**src/rtl/leg_pkg.sv**
```systemverilog
// Shared types for the EX/MEM stage: branch kinds, ARM condition codes, flag indices, payload.
package leg_pkg;

    typedef enum logic [1:0] {
        BrNone = 2'd0,
        BrCond = 2'd1,
        BrCbz  = 2'd2,
        BrCbnz = 2'd3
    } br_type_e;

    typedef enum logic [3:0] {
        CondEq, CondNe, CondHs, CondLo, CondMi, CondPl, CondVs, CondVc,
        CondHi, CondLs, CondGe, CondLt, CondGt, CondLe, CondAl, CondNv
    } cond_e;

    localparam int unsigned FlagN = 3;
    localparam int unsigned FlagZ = 2;
    localparam int unsigned FlagC = 1;
    localparam int unsigned FlagV = 0;

    typedef struct packed {
        logic [63:0] alu;
        logic [4:0]  rd;
        logic        reg_write;
        logic        mem_read;
        logic        mem_write;
        logic [63:0] store_data;
        logic        br_taken;
        logic [63:0] br_target;
    } payload_t;

endpackage

```
**src/rtl/cond_eval.sv**
```systemverilog
// Combinational ARM condition-code evaluator against an NZCV flag nibble.
module cond_eval
    import leg_pkg::*;
(
    input  logic [3:0] cond,
    input  logic [3:0] nzcv,
    output logic       taken
);

    logic n, z, c, v;
    assign n = nzcv[FlagN];
    assign z = nzcv[FlagZ];
    assign c = nzcv[FlagC];
    assign v = nzcv[FlagV];

    always_comb begin
        taken = 1'b1;
        case (cond_e'(cond))
            CondEq:  taken = z;
            CondNe:  taken = !z;
            CondHs:  taken = c;
            CondLo:  taken = !c;
            CondMi:  taken = n;
            CondPl:  taken = !n;
            CondVs:  taken = v;
            CondVc:  taken = !v;
            CondHi:  taken = c && !z;
            CondLs:  taken = !c || z;
            CondGe:  taken = (n == v);
            CondLt:  taken = (n != v);
            CondGt:  taken = !z && (n == v);
            CondLe:  taken = z || (n != v);
            default: taken = 1'b1;
        endcase
    end

endmodule

```
**src/rtl/ex_mem_stage.sv**
```systemverilog
// EX/MEM pipeline register with NZCV flag register and branch resolution.
// Define EX_MEM_SKID_EN for a two-entry skid buffer with registered in_ready.
module ex_mem_stage
    import leg_pkg::*;
(
    input  logic        clk,
    input  logic        rst_n,
    input  logic        in_valid,
    output logic        in_ready,
    input  logic [63:0] alu_out,
    input  logic [3:0]  alu_status,
    input  logic        set_flags,
    input  logic [4:0]  rd,
    input  logic        reg_write,
    input  logic        mem_read,
    input  logic        mem_write,
    input  logic [63:0] store_data,
    input  logic [1:0]  br_type,
    input  logic [3:0]  cond,
    input  logic [63:0] br_target,
    input  logic        flush,
    output logic        out_valid,
    input  logic        out_ready,
    output logic [63:0] out_alu,
    output logic [4:0]  out_rd,
    output logic        out_reg_write,
    output logic        out_mem_read,
    output logic        out_mem_write,
    output logic [63:0] out_store_data,
    output logic        out_br_taken,
    output logic [63:0] out_br_target,
    output logic [3:0]  nzcv
);

    logic [3:0] nzcv_q;
    logic       cond_taken;
    logic       br_taken;
    logic       accept;
    payload_t   in_pl;
    payload_t   head;

    // B.cond sees the flags as they stand before this accept's own update
    cond_eval u_cond_eval (
        .cond  (cond),
        .nzcv  (nzcv_q),
        .taken (cond_taken)
    );

    always_comb begin
        br_taken = 1'b0;
        case (br_type_e'(br_type))
            BrCond:  br_taken = cond_taken;
            BrCbz:   br_taken = alu_status[FlagZ];
            BrCbnz:  br_taken = !alu_status[FlagZ];
            default: br_taken = 1'b0;
        endcase
    end

    assign in_pl = '{
        alu:        alu_out,
        rd:         rd,
        reg_write:  reg_write,
        mem_read:   mem_read,
        mem_write:  mem_write,
        store_data: store_data,
        br_taken:   br_taken,
        br_target:  br_target
    };

    assign accept = in_valid && in_ready;

    always_ff @(posedge clk or negedge rst_n) begin
        if (!rst_n) begin
            nzcv_q <= 4'b0000;
        end else if (accept && set_flags) begin
            nzcv_q <= alu_status;
        end
    end

    assign nzcv = nzcv_q;

`ifdef EX_MEM_SKID_EN
    payload_t   ent_q [2];
    payload_t   ent_d [2];
    logic [1:0] count_q, count_d;
    logic       in_ready_q;
    logic       pop;

    always_comb begin
        ent_d   = ent_q;
        count_d = count_q;
        pop     = (count_q != 2'd0) && out_ready;
        if (flush) begin
            count_d = 2'd0;
        end else begin
            if (pop) begin
                ent_d[0] = ent_q[1];
            end
            count_d = count_q - {1'b0, pop};
            // accept only happens with fewer than two held, so count_d is 0 or 1 here
            if (accept) begin
                ent_d[count_d[0]] = in_pl;
                count_d           = count_d + 2'd1;
            end
        end
    end

    always_ff @(posedge clk or negedge rst_n) begin
        if (!rst_n) begin
            ent_q[0]   <= '0;
            ent_q[1]   <= '0;
            count_q    <= 2'd0;
            in_ready_q <= 1'b0;
        end else begin
            ent_q      <= ent_d;
            count_q    <= count_d;
            in_ready_q <= (count_d != 2'd2);
        end
    end

    assign in_ready  = in_ready_q && !flush;
    assign out_valid = (count_q != 2'd0);
    assign head      = ent_q[0];
`else
    payload_t ent_q;
    logic     valid_q;

    always_ff @(posedge clk or negedge rst_n) begin
        if (!rst_n) begin
            ent_q   <= '0;
            valid_q <= 1'b0;
        end else if (flush) begin
            valid_q <= 1'b0;
        end else if (accept) begin
            ent_q   <= in_pl;
            valid_q <= 1'b1;
        end else if (out_ready) begin
            valid_q <= 1'b0;
        end
    end

    assign in_ready  = rst_n && !flush && (!valid_q || out_ready);
    assign out_valid = valid_q;
    assign head      = ent_q;
`endif

    assign out_alu        = head.alu;
    assign out_rd         = head.rd;
    assign out_reg_write  = head.reg_write;
    assign out_mem_read   = head.mem_read;
    assign out_mem_write  = head.mem_write;
    assign out_store_data = head.store_data;
    assign out_br_taken   = head.br_taken;
    assign out_br_target  = head.br_target;

endmodule

```
**config.mk**
```make
export PLATFORM = sky130hd
export DESIGN_NAME = ex_mem_stage
export DESIGN_NICKNAME = d
export VERILOG_FILES = /design/src/rtl/leg_pkg.sv /design/src/rtl/cond_eval.sv /design/src/rtl/ex_mem_stage.sv
export SDC_FILE = /design/constraint.sdc
export NUM_CORES = 1
export LEC_CHECK = 0
export BUFFER_PORTS_ARGS = -buffer_cell sky130_fd_sc_hd__buf_2
export CAP_MARGIN = 10
export CELL_PAD_IN_SITES_DETAIL_PLACEMENT = 0
export CELL_PAD_IN_SITES_GLOBAL_PLACEMENT = 1
export CORE_AREA = 2 2 167 169
export DETAILED_ROUTE_END_ITERATION = 10
export DIE_AREA = 0 0 169 171
export PLACE_DENSITY = 0.8
export SLEW_MARGIN = 5
export SYNTH_ARGS = -nofsm -noshare
export SYNTH_HDL_FRONTEND = slang
export SYNTH_SLANG_ARGS = --single-unit
```
**constraint.sdc**
```tcl
create_clock -name clk -period 1.45 [get_ports clk]
set_clock_uncertainty 0.05 [all_clocks]
set_input_delay 0.29 -clock clk [delete_from_list [all_inputs] [get_ports clk]]
set_output_delay 0.29 -clock clk [all_outputs]
set_load 0.005 [all_outputs]
```
# Word-level counts from Yosys, hierarchy flattened
# Cells that the tools add are included.
[totals] regBits=206 input_bits=216 out_inout_bits=207
[classes] eq_ne=18 muxes=5 bitwise_logic=1 reduce_logical=19
[ops] op="$eq 4x4->1 const B" n=6
[ops] op="$eq 4x3->1 const B" n=4
[ops] op="$pmux 1 s14" n=1
[ops] op="$eq 4x2->1 const B" n=2
[ops] op="$logic_not 1->1" n=7
[ops] op="$logic_and 1x1->1" n=6
[ops] op="$eq 2x2->1 const B" n=2
[ops] op="$eq 4x1->1 const B" n=1
[ops] op="$logic_not 4->1" n=1
[ops] op="$logic_or 1x1->1" n=3
[ops] op="$mux 1" n=3
[ops] op="$pmux 1 s3" n=1
[ops] op="$reduce_bool 3->1" n=1
[ops] op="$eq 2x1->1 const B" n=1
[ops] op="$reduce_and 2->1" n=1
[ops] op="$eq 1x1->1" n=1
[ops] op="$ne 1x1->1" n=1
[ops] op="$not 1->1" n=1

# Logic depth before layout (Yosys ltp)
# Gate-level depths: netlist (run 1).
[depth] word_depth=6 ltp_mapped=7 mapped_depth_nobuf=5

# By module
# From an unflattened synthesis (run 1), not the netlist that was laid out.
[unflattened] cells_unflattened=466 hier_area_um2=8603.3
[modules_own_cells] module="ex_mem_stage" instances=1 cells_per_inst=443 area_each_um2=8438.1 seq_area_each_um2=5154.9
[modules_own_cells] module="cond_eval" instances=1 cells_per_inst=23 area_each_um2=165.2 seq_area_each_um2=0.0

# Least setup slack after synthesis (run 1)
# Ideal clock, no wire load.
[synth_path] path_kind="input-to-reg" start="input port out_ready" end="register ent_q, in the netlist out_alu[0]" setup_time_ns=0.125 arrival_ns=1.352 required_ns=1.275 path_slack_ns=-0.076 path_stages=5 n_path_buf=2 cell_sequence="nand2b_1 > nand4b_1 > buf_2 > buf_2 > mux2_2"
[synth_via] elab_chain_len=4
[synth_rtl] item="start, declared" line_no="ex_mem_stage.sv:23" source="input logic out_ready,"
[synth_rtl] item="$logic_or 1x1->1" line_no="ex_mem_stage.sv:142" source="assign in_ready = rst_n && !flush && (!valid_q || out_ready);"
[synth_rtl] item="$logic_and 1x1->1" line_no="ex_mem_stage.sv:142"
[synth_rtl] item="$logic_and 1x1->1" line_no="ex_mem_stage.sv:70" source="assign accept = in_valid && in_ready;"
[synth_rtl] item="$reduce_and 2->1 (no source line)"
[synth_rtl] item="end signal, assigned" line_no="ex_mem_stage.sv:135" source="ent_q <= in_pl;"
[synth_rtl] item="end, declared" line_no="ex_mem_stage.sv:125" source="payload_t ent_q;"
# Every way passes these cells.
# A chain may end at the register's enable or synchronous reset.

# Worst setup path after layout (run 1)
[layout_path] start="register valid_q, in the netlist out_valid" end="output port in_ready"
[layout_via] elab_chain_len=3
[layout_rtl] item="start, declared" line_no="ex_mem_stage.sv:126" source="logic valid_q;"
[layout_rtl] item="start signal, assigned" line_no="ex_mem_stage.sv:131" source="valid_q <= 1'b0;"
[layout_rtl] item="start signal, assigned" line_no="ex_mem_stage.sv:133" source="valid_q <= 1'b0;"
[layout_rtl] item="start signal, assigned" line_no="ex_mem_stage.sv:136" source="valid_q <= 1'b1;"
[layout_rtl] item="$logic_not 1->1" line_no="ex_mem_stage.sv:142"
[layout_rtl] item="$logic_or 1x1->1" line_no="ex_mem_stage.sv:142"
[layout_rtl] item="$logic_and 1x1->1" line_no="ex_mem_stage.sv:142"
[layout_rtl] item="end, declared" line_no="ex_mem_stage.sv:9" source="output logic in_ready,"
# Every way passes these cells.

==> impl_table.tex, run 1 <==
\begin{tabular}{lr}
\hline
Metric & Value \\
\hline
\multicolumn{2}{l}{\textbf{Run status}} \\
Outcome & complete, but fails checks \\
Violated checks & hold timing, setup timing \\
\multicolumn{2}{l}{\textbf{Timing}} \\
Slack of the critical path & -0.208 ns \\
Number of setup violations in the final report & around 210 \\
Worst relative slew slack & between 70 and 80\% \\
Unrepaired setup endpoints after global routing & true \\
Final critical-path required period & $\sim$1.7 ns \\
Final max-slew violation count & 0 \\
Part of the cycle the worst path needs & 114\% \\
Worst-margin pin slew & approximately 0.43 ns \\
Final hold violation count & 64 \\
WHS & -0.0844 ns \\
FMAX & between 600 and 700 MHz \\
Summed negative setup slack over all endpoints & -24.14 ns \\
\multicolumn{2}{l}{\textbf{Detailed routing}} \\
Number of nets still failing antenna checks after routing & 0 \\
Average wire per standard cell & around 18 µm \\
Number of iterations in the first detailed-routing pass & 4 \\
Total Wirelength & around 28 mm \\
Avg Vias per Cell & around 4.4 \\
Post-route DRC violation count & 0 \\
Vias & between 6,000 and 7,000 \\
Iteration-0 DRC Markers & 201 \\
\multicolumn{2}{l}{\textbf{Floorplanning}} \\
Die X & between 150 and 200 µm \\
Site row count & about 60 \\
Die area & between 20,000 and 30,000 µm² \\
Top Ports & 423 \\
Starting utilization of the core area & 28.4\% \\
Core Area & about 27,000 µm² \\
Die Y & $\sim$170 µm \\
\multicolumn{2}{l}{\textbf{Job}} \\
Max-cap viol count & 0 \\
\multicolumn{2}{l}{\textbf{Worst setup path}} \\
Worst Setup End Kind & primary output \\
Capture instance of the worst register-to-register path & out\_br\_target[11] \\
Peak per-stage delay on the critical path & around 0.38 ns \\
Beginning of the worst register-to-register path & out\_valid \\
Worst-path maximum fanout & 3 \\
CP cell instances & nand2b\_1 -> and3b\_1 -> buf\_2 \\
Cell with the largest stage delay on the worst path & dfrtp\_1 \\
Endpoint required time on the critical path & 1.11 ns \\
Reg2Reg Setup Slack & -0.21 ns \\
Arrival time reported for the critical path endpoint & between 1 and 1.5 ns \\
CP startpoint kind & register \\
Critical path type & reg2out \\
R2R cell count & 7 \\
\multicolumn{2}{l}{\textbf{Finish}} \\
Layout area overhead & 84.5\% \\
Post-layout net count & approximately 1,400 \\
Antenna diode instance count & 0 \\
FF/Latch Area & approximately 5200 µm² \\
Number of fill cells in the layout & between 2,000 and 2,500 \\
Most frequent cells in the layout & buf\_2, dlygate4sd3\_1, dfrtp\_1 \\
Layout cells sized above 1 & 62.4\% \\
Number of non-filler instances in the completed layout & between 1,500 and 2,000 \\
Area of combinational cells with multiple inputs & about 2700 µm² \\
Final cell utilization of the core & between 50\% and 60\% \\
Most common library cell in the layout ignoring fill and taps & buf\_2 \\
\multicolumn{2}{l}{\textbf{Clocking}} \\
Clock transition at path regs & roughly 0.060 ns \\
Sink count of the clock tree & 206 \\
Total number of H-tree levels & 1 \\
Worst skew pair latency & slightly above 0.5 ns \\
Deepest clock path buffer count & 3 \\
Library cell used as clock root buffer & clkbuf\_16 \\
Clock buffers created by TritonCTS & 23 \\
CTS tree & yes \\
\multicolumn{2}{l}{\textbf{Logic synthesis}} \\
FF+latch count, synth & approximately 210 \\
Library cells used by synthesis & 23 \\
Sequential element share of the synthesized area & about two thirds \\
Synth Warn \# & 0 \\
Net count after synthesis & slightly below 700 \\
Area of the mapped netlist & just under 8000 µm² \\
Average instance area after synthesis & roughly 17 µm² \\
Cells after Synth & 459 \\
\multicolumn{2}{l}{\textbf{Place}} \\
GPL Wtd Cong & approximately 0.8 \\
Cell count after placement & approximately 1,200 \\
Placed wire-length estimate after detailed placement & 15.9 mm \\
Total of buffers placed on input and output ports & 422 \\
\multicolumn{2}{l}{\textbf{Power}} \\
Static power due to leakage & 7.11 nW \\
Overall power of the completed layout & between 15 and 20 mW \\
Power per unit of standard cell area & between 1000 and 1500 nW/µm² \\
IR drop worst, VDD & 1.04 mV \\
\multicolumn{2}{l}{\textbf{GRT}} \\
Overall routing resource usage & 17.8\% \\
Number of global-route vias before repair & between 7,000 and 8,000 \\
First-pass GRT wire length & approximately 40 mm \\
Residual overflow from global routing & 0 \\
Antenna violations before repair & 0 \\
Maximum number of pins on one net before global-route repair & 70 \\
\multicolumn{2}{l}{\textbf{Hold path}} \\
Hold/Removal Path Class & in2async \\
\hline
\end{tabular}
==> kinds of logic (layout without fill, tap and decap cells) <==
group | count (synthesis) | in the layout | synth area share (%)
simple gates | 12 | 12 | 0.934
buf+inv | 23 | 736 | 1.47
compound gates | 6 | 6 | 0.757
flops | 206 | 206 | 66.3
mux | 206 | 206 | 29.8
xor+xnor | 6 | 6 | 0.676
==> per-layer routing <==
layer	wire length, µm	track usage [%]	vias up
met5	0	0	-
met4	1010	6.91	0
met3	1730	4.00	61
met2	14900	33.9	309
met1	10200	19.1	3322
li1	-	-	3024
==> metrics by stage <==
step           area [µm²]  setup WS (ns)
3_5_place_dp        10600         -0.294
5_1_grt             14300         -0.281
2_1_floorplan        7790        -0.0456
3_3_place_gp        10600         -0.261
6_report            14300         -0.208
4_1_cts             14200         -0.244
==> worst max-delay path by stage <==
stage	to	slack (ns)	startpoint
final	in_ready	-0.21	out_valid
after global routing	in_ready	-0.28	out_valid
after CTS	in_ready	-0.24	out_valid
after detailed placement	out_store_data[53]	-0.29	out_ready
after global placement	out_store_data[37]	-0.26	out_ready
after floorplan	out_alu[59]	-0.05	out_ready
==> state kept, by name, summed over array words and instances (netlist names), 4 cells and up <==
signal	cells
out_store_data	64
out_br_target	64
out_rd	5
nzcv	4
out_alu	64
==> critical path: cells and delay by family (launching register included) <==
family	cells	cell delay [ns]
and+or+nand+nor	2	0.31
buffers and inverters	1	0.12
DFF	1	0.38
==> final cells by class <==
type,instances,share of cell area [%]
clock inverter,6,0.602
tap,346,3.02
sequential,206,36.0
inverter,1,0.0262
multi-input combinational,230,18.8
timing repair buffer,695,37.0
clock buffer,34,4.58
==> timing repair <==
| action | CTS | global route |
|---|---|---|
| pin swaps | 2 | 1 |
| hold endpoints to repair | 291 | 85 |
| hold buffers | 207 | 2 |
| setup buffers | 23 | 8 |
| resized for setup | 36 | 69 |
| setup endpoints to repair | 193 | 226 |
| gates cloned | 13 | 5 |
==> power breakdown <==
group,total (mW),switching (mW),leakage [nW],internal [mW]
logic,4.35,1.63,4.31,2.72
clock network,5.79,2.32,0.361,3.48
registers,7.59,0.660,2.44,6.93
total,17.7,4.61,7.11,13.1
==> cell usage after synthesis <==
| cell | count | area, µm² |
|---|---|---|
| xnor2_1 | 2 | 17.5 |
| nor2_1 | 1 | 3.75 |
| o21ai_0 | 1 | 5.00 |
| o211a_1 | 1 | 10.0 |
| buf_2 | 22 | 110 |
| and3b_1 | 1 | 8.76 |
| nand4b_1 | 1 | 8.76 |
| mux2_2 | 204 | 2300 |
| a2bb2oi_2 | 1 | 15.0 |
| dfrtp_1 | 206 | 5150 |
| nand2_1 | 2 | 7.51 |
| a21oi_1 | 1 | 5.00 |
| nand3b_1 | 1 | 7.51 |
| nor3_1 | 1 | 5.00 |
| nor3b_1 | 1 | 7.51 |
| o41ai_1 | 1 | 8.76 |
| a2111oi_2 | 1 | 15.0 |
| nor2b_1 | 2 | 12.5 |
| nand3_1 | 1 | 5.00 |
| mux2i_1 | 2 | 20.0 |
| xor2_1 | 4 | 35.0 |
| nand2b_1 | 1 | 6.26 |
| inv_1 | 1 | 3.75 |
(Power assumes the default switching activity.)
==> inputs of run 2 (changes only) <==
--- a/config.mk
+++ b/config.mk
@@ -12,7 +12,7 @@
 export CORE_AREA = 2 2 167 169
 export DETAILED_ROUTE_END_ITERATION = 10
 export DIE_AREA = 0 0 169 171
-export PLACE_DENSITY = 0.8
+export PLACE_DENSITY = 0.71
 export SLEW_MARGIN = 5
 export SYNTH_ARGS = -nofsm -noshare
 export SYNTH_HDL_FRONTEND = slang
==> run 2 against run 1 <==
  * The flow finishes with violations (setup timing)
  * Die area unchanged
  * Sequential power fell by 0.5%
  * Hold slack better by 0.12 ns
  * Critical endpoint is now out_store_data[5]
  * Via count shrank 3.6%
  * Design area fell by 1.2%
==> impl_table.tex, run 2 (synthesis gave the netlist of run 1 again) <==
\begin{tabular}{lr}
\hline
Metric & Value \\
\hline
\multicolumn{2}{l}{\textbf{Run status}} \\
Outcome & complete, but fails checks (unchanged) \\
Violated checks & setup timing (was hold timing, setup timing) \\
\multicolumn{2}{l}{\textbf{Worst setup path}} \\
Endpoint required time on the critical path & 1.79 ns (was 1.11 ns) \\
Capture instance of the worst register-to-register path & out\_store\_data[5] (was out\_br\_target[11]) \\
Arrival time reported for the critical path endpoint & 1.97 ns (was 1.32 ns) \\
Beginning of the worst register-to-register path & out\_valid (unchanged) \\
Reg2Reg Setup Slack & -0.19 ns (was -0.21 ns) \\
Worst setup path startpoint & out\_valid (unchanged) \\
Critical path type & reg2reg (was reg2out) \\
Worst setup path endpoint & out\_store\_data[5] (was in\_ready) \\
Worst Setup End Kind & register (was primary output) \\
R2R cell count & 7 (unchanged) \\
CP startpoint kind & register (unchanged) \\
Worst-path maximum fanout & 8 (was 3) \\
\multicolumn{2}{l}{\textbf{Power}} \\
Static power due to leakage & 6.96 nW (was 7.11 nW) \\
IR drop worst, VDD & 0.942 mV (was 1.04 mV) \\
Power spent charging and discharging nets & 4.51 mW (was 4.61 mW) \\
Relative contribution of sequential cells to total power & 42.6\% (was 42.8\%) \\
Switching Fraction & 25.5\% (was 26.0\%) \\
Part of the total power dissipated in combinational logic & 23.5\% (was 24.5\%) \\
Internal Pwr Total & 13.2 mW (was 13.1 mW) \\
Power share of the clock group & 33.9\% (was 32.7\%) \\
Overall power of the completed layout & 17.7 mW (about the same) \\
Power per unit of standard cell area & 1250 nW/µm² (was 1240 nW/µm²) \\
\multicolumn{2}{l}{\textbf{Finish}} \\
Layout area overhead & 82.2\% (was 84.5\%) \\
Most common library cell in the layout ignoring fill and taps & buf\_2 (unchanged) \\
Area of combinational cells with multiple inputs & 2580 µm² (was 2690 µm²) \\
Final cell utilization of the core & 51.8\% (was 52.5\%) \\
Layout cells sized above 1 & 62.1\% (was 62.4\%) \\
Most frequent cells in the layout & buf\_2, dlygate4sd3\_1, dfrtp\_1 (unchanged) \\
Number of fill cells in the layout & 2,269 (was 2,239) \\
Antenna diode instance count & 0 (unchanged) \\
FF/Latch Area & 5160 µm² (was 5150 µm²) \\
Post-layout net count & 1,362 (was 1,373) \\
\multicolumn{2}{l}{\textbf{Timing}} \\
Slack of the critical path & -0.186 ns (was -0.208 ns) \\
FMAX & 611 MHz (was 603 MHz) \\
WHS & 0.0323 ns (was -0.0844 ns) \\
Unrepaired setup endpoints after global routing & true (unchanged) \\
Final hold violation count & 0 (was 64) \\
Number of setup violations in the final report & 201 (was 205) \\
Final max-slew violation count & 0 (unchanged) \\
Part of the cycle the worst path needs & 113\% (was 114\%) \\
Final critical-path required period & 1.64 ns (was 1.66 ns) \\
Worst relative slew slack & 54.9\% (was 71.5\%) \\
Worst-margin pin slew & 0.676 ns (was 0.428 ns) \\
\multicolumn{2}{l}{\textbf{Clocking}} \\
Sink count of the clock tree & 206 (unchanged) \\
Total number of H-tree levels & 1 (unchanged) \\
Library cell used as clock root buffer & clkbuf\_16 (unchanged) \\
Worst skew pair latency & 0.50 ns (was 0.51 ns) \\
CTS tree & yes (unchanged) \\
Clock transition at path regs & 0.06 ns (about the same) \\
Deepest clock path buffer count & 3 (unchanged) \\
Clock buffers created by TritonCTS & 23 (unchanged) \\
\multicolumn{2}{l}{\textbf{GRT}} \\
Antenna violations before repair & 0 (unchanged) \\
First-pass GRT wire length & 36.8 mm (was 40.3 mm) \\
Residual overflow from global routing & 0 (unchanged) \\
Maximum number of pins on one net before global-route repair & 117 (was 70) \\
Number of global-route vias before repair & 6,865 (was 7,326) \\
Overall routing resource usage & 15.9\% (was 17.8\%) \\
\multicolumn{2}{l}{\textbf{Detailed routing}} \\
Average wire per standard cell & 17.0 µm (was 18.4 µm) \\
Iteration-0 DRC Markers & 283 (was 201) \\
Total Wirelength & 25.7 mm (was 27.9 mm) \\
Post-route DRC violation count & 0 (unchanged) \\
Vias & 6,475 (was 6,716) \\
Number of iterations in the first detailed-routing pass & 4 (unchanged) \\
Number of nets still failing antenna checks after routing & 0 (unchanged) \\
Avg Vias per Cell & 4.29 (was 4.42) \\
\multicolumn{2}{l}{\textbf{Place}} \\
Placed wire-length estimate after detailed placement & 15.9 mm (about the same) \\
Total of buffers placed on input and output ports & 422 (unchanged) \\
GPL Wtd Cong & 0.735 (was 0.782) \\
\multicolumn{2}{l}{\textbf{Floorplanning}} \\
Die area & 28,900 µm² (unchanged) \\
Die X & 169 µm (unchanged) \\
Site row count & 61 (unchanged) \\
Top Ports & 423 (unchanged) \\
Die Y & 171 µm (unchanged) \\
Core Area & 27,300 µm² (unchanged) \\
Starting utilization of the core area & 28.4\% (unchanged) \\
\multicolumn{2}{l}{\textbf{Job}} \\
Max-cap viol count & 0 (unchanged) \\
\multicolumn{2}{l}{\textbf{Hold path}} \\
Hold/Removal Path Class & in2reg (was in2async) \\
Hold depth & 2 \\
\hline
\end{tabular}
==> run 2: changes by cell type in the layout (fill, tap and decap cells not counted), sizes merged <==
cell | previous run | this run
clkinv | 2 | 3
buf | 482 | 466
clkbuf | 40 | 44
clkinvlp | 1 | 0
dlygate4sd3 | 207 | 209
==> run 2: layer usage <==
metal | vias to the layer above | share of wire [%] | GRT usage, % | wire length (µm)
met3 | 50 | 7.4 | 4.14 | 1890
met5 | - | 0 | 0 | 0
li1 | 2994 | - | - | -
met4 | 0 | 2.6 | 5.31 | 669
met1 | 3151 | 37 | 17.9 | 9620
met2 | 280 | 53 | 29.4 | 13500
==> run 2: area by class of cell <==
class                   count  share of cell area, %
well taps                 346                   3.06
inverters                   1                 0.0265
clock buffers              35                   4.95
repair buffers            684                   36.7
flip-flops and latches    206                   36.4
multi-input cells         230                   18.3
clock inverters             6                  0.592
==> run 2: how the worst min path moves through the flow <==
stage                              end            from  slack (ns)
finish              out_store_data[37]  store_data[37]        0.03
global route        out_store_data[37]  store_data[37]       0.002
CTS                          out_valid           rst_n       -0.35
detailed placement           out_valid           rst_n        0.20
global placement             out_valid           rst_n        0.20
floorplan                      nzcv[0]           rst_n       -0.06
==> run 2: worst max-delay path, cell delays in order, from the launching register on <==
cell and delay [ns]:
dfrtp_1 0.37, nand2b_1 0.10, nand4b_1 0.11, buf_6 0.16, buf_6 0.12, clkbuf_16 0.16, clkbuf_16 0.17, mux2_2 0.27
==> run 2: power by group through the flow <==
stage | combinational, mW | sequential [mW] | clock, mW
after CTS | 4.05 | 7.52 | 6.18
final | 4.16 | 7.55 | 6.01
after floorplan | 1.27 | 7.69 | 0
after global routing | 4.48 | 7.70 | 6.47
after detailed placement | 3.43 | 7.59 | 0
after global placement | 3.38 | 7.56 | 0
==> run 2: through the flow <==
stage | cells | setup TNS (ns) | worst slack, ns | cell area, µm²
after floorplan | 459 | -6.80 | -0.0456 | 7790
after global placement | 1232 | -44.81 | -0.240 | 10500
after detailed placement | 1232 | -48.25 | -0.265 | 10500
after CTS | 1497 | -23.67 | -0.198 | 13900
after global routing | 1508 | -39.95 | -0.264 | 14200
final | 1508 | -23.85 | -0.186 | 14200
==> run 2: what timing repair did <==
item,CTS,global route
endpoints found under the setup margin,205,206
gates resized for setup,46,36
hold buffers,208,1
hold endpoints to repair,295,5
buffers inserted,8,9
cloned,8,9
pin swaps,0,1
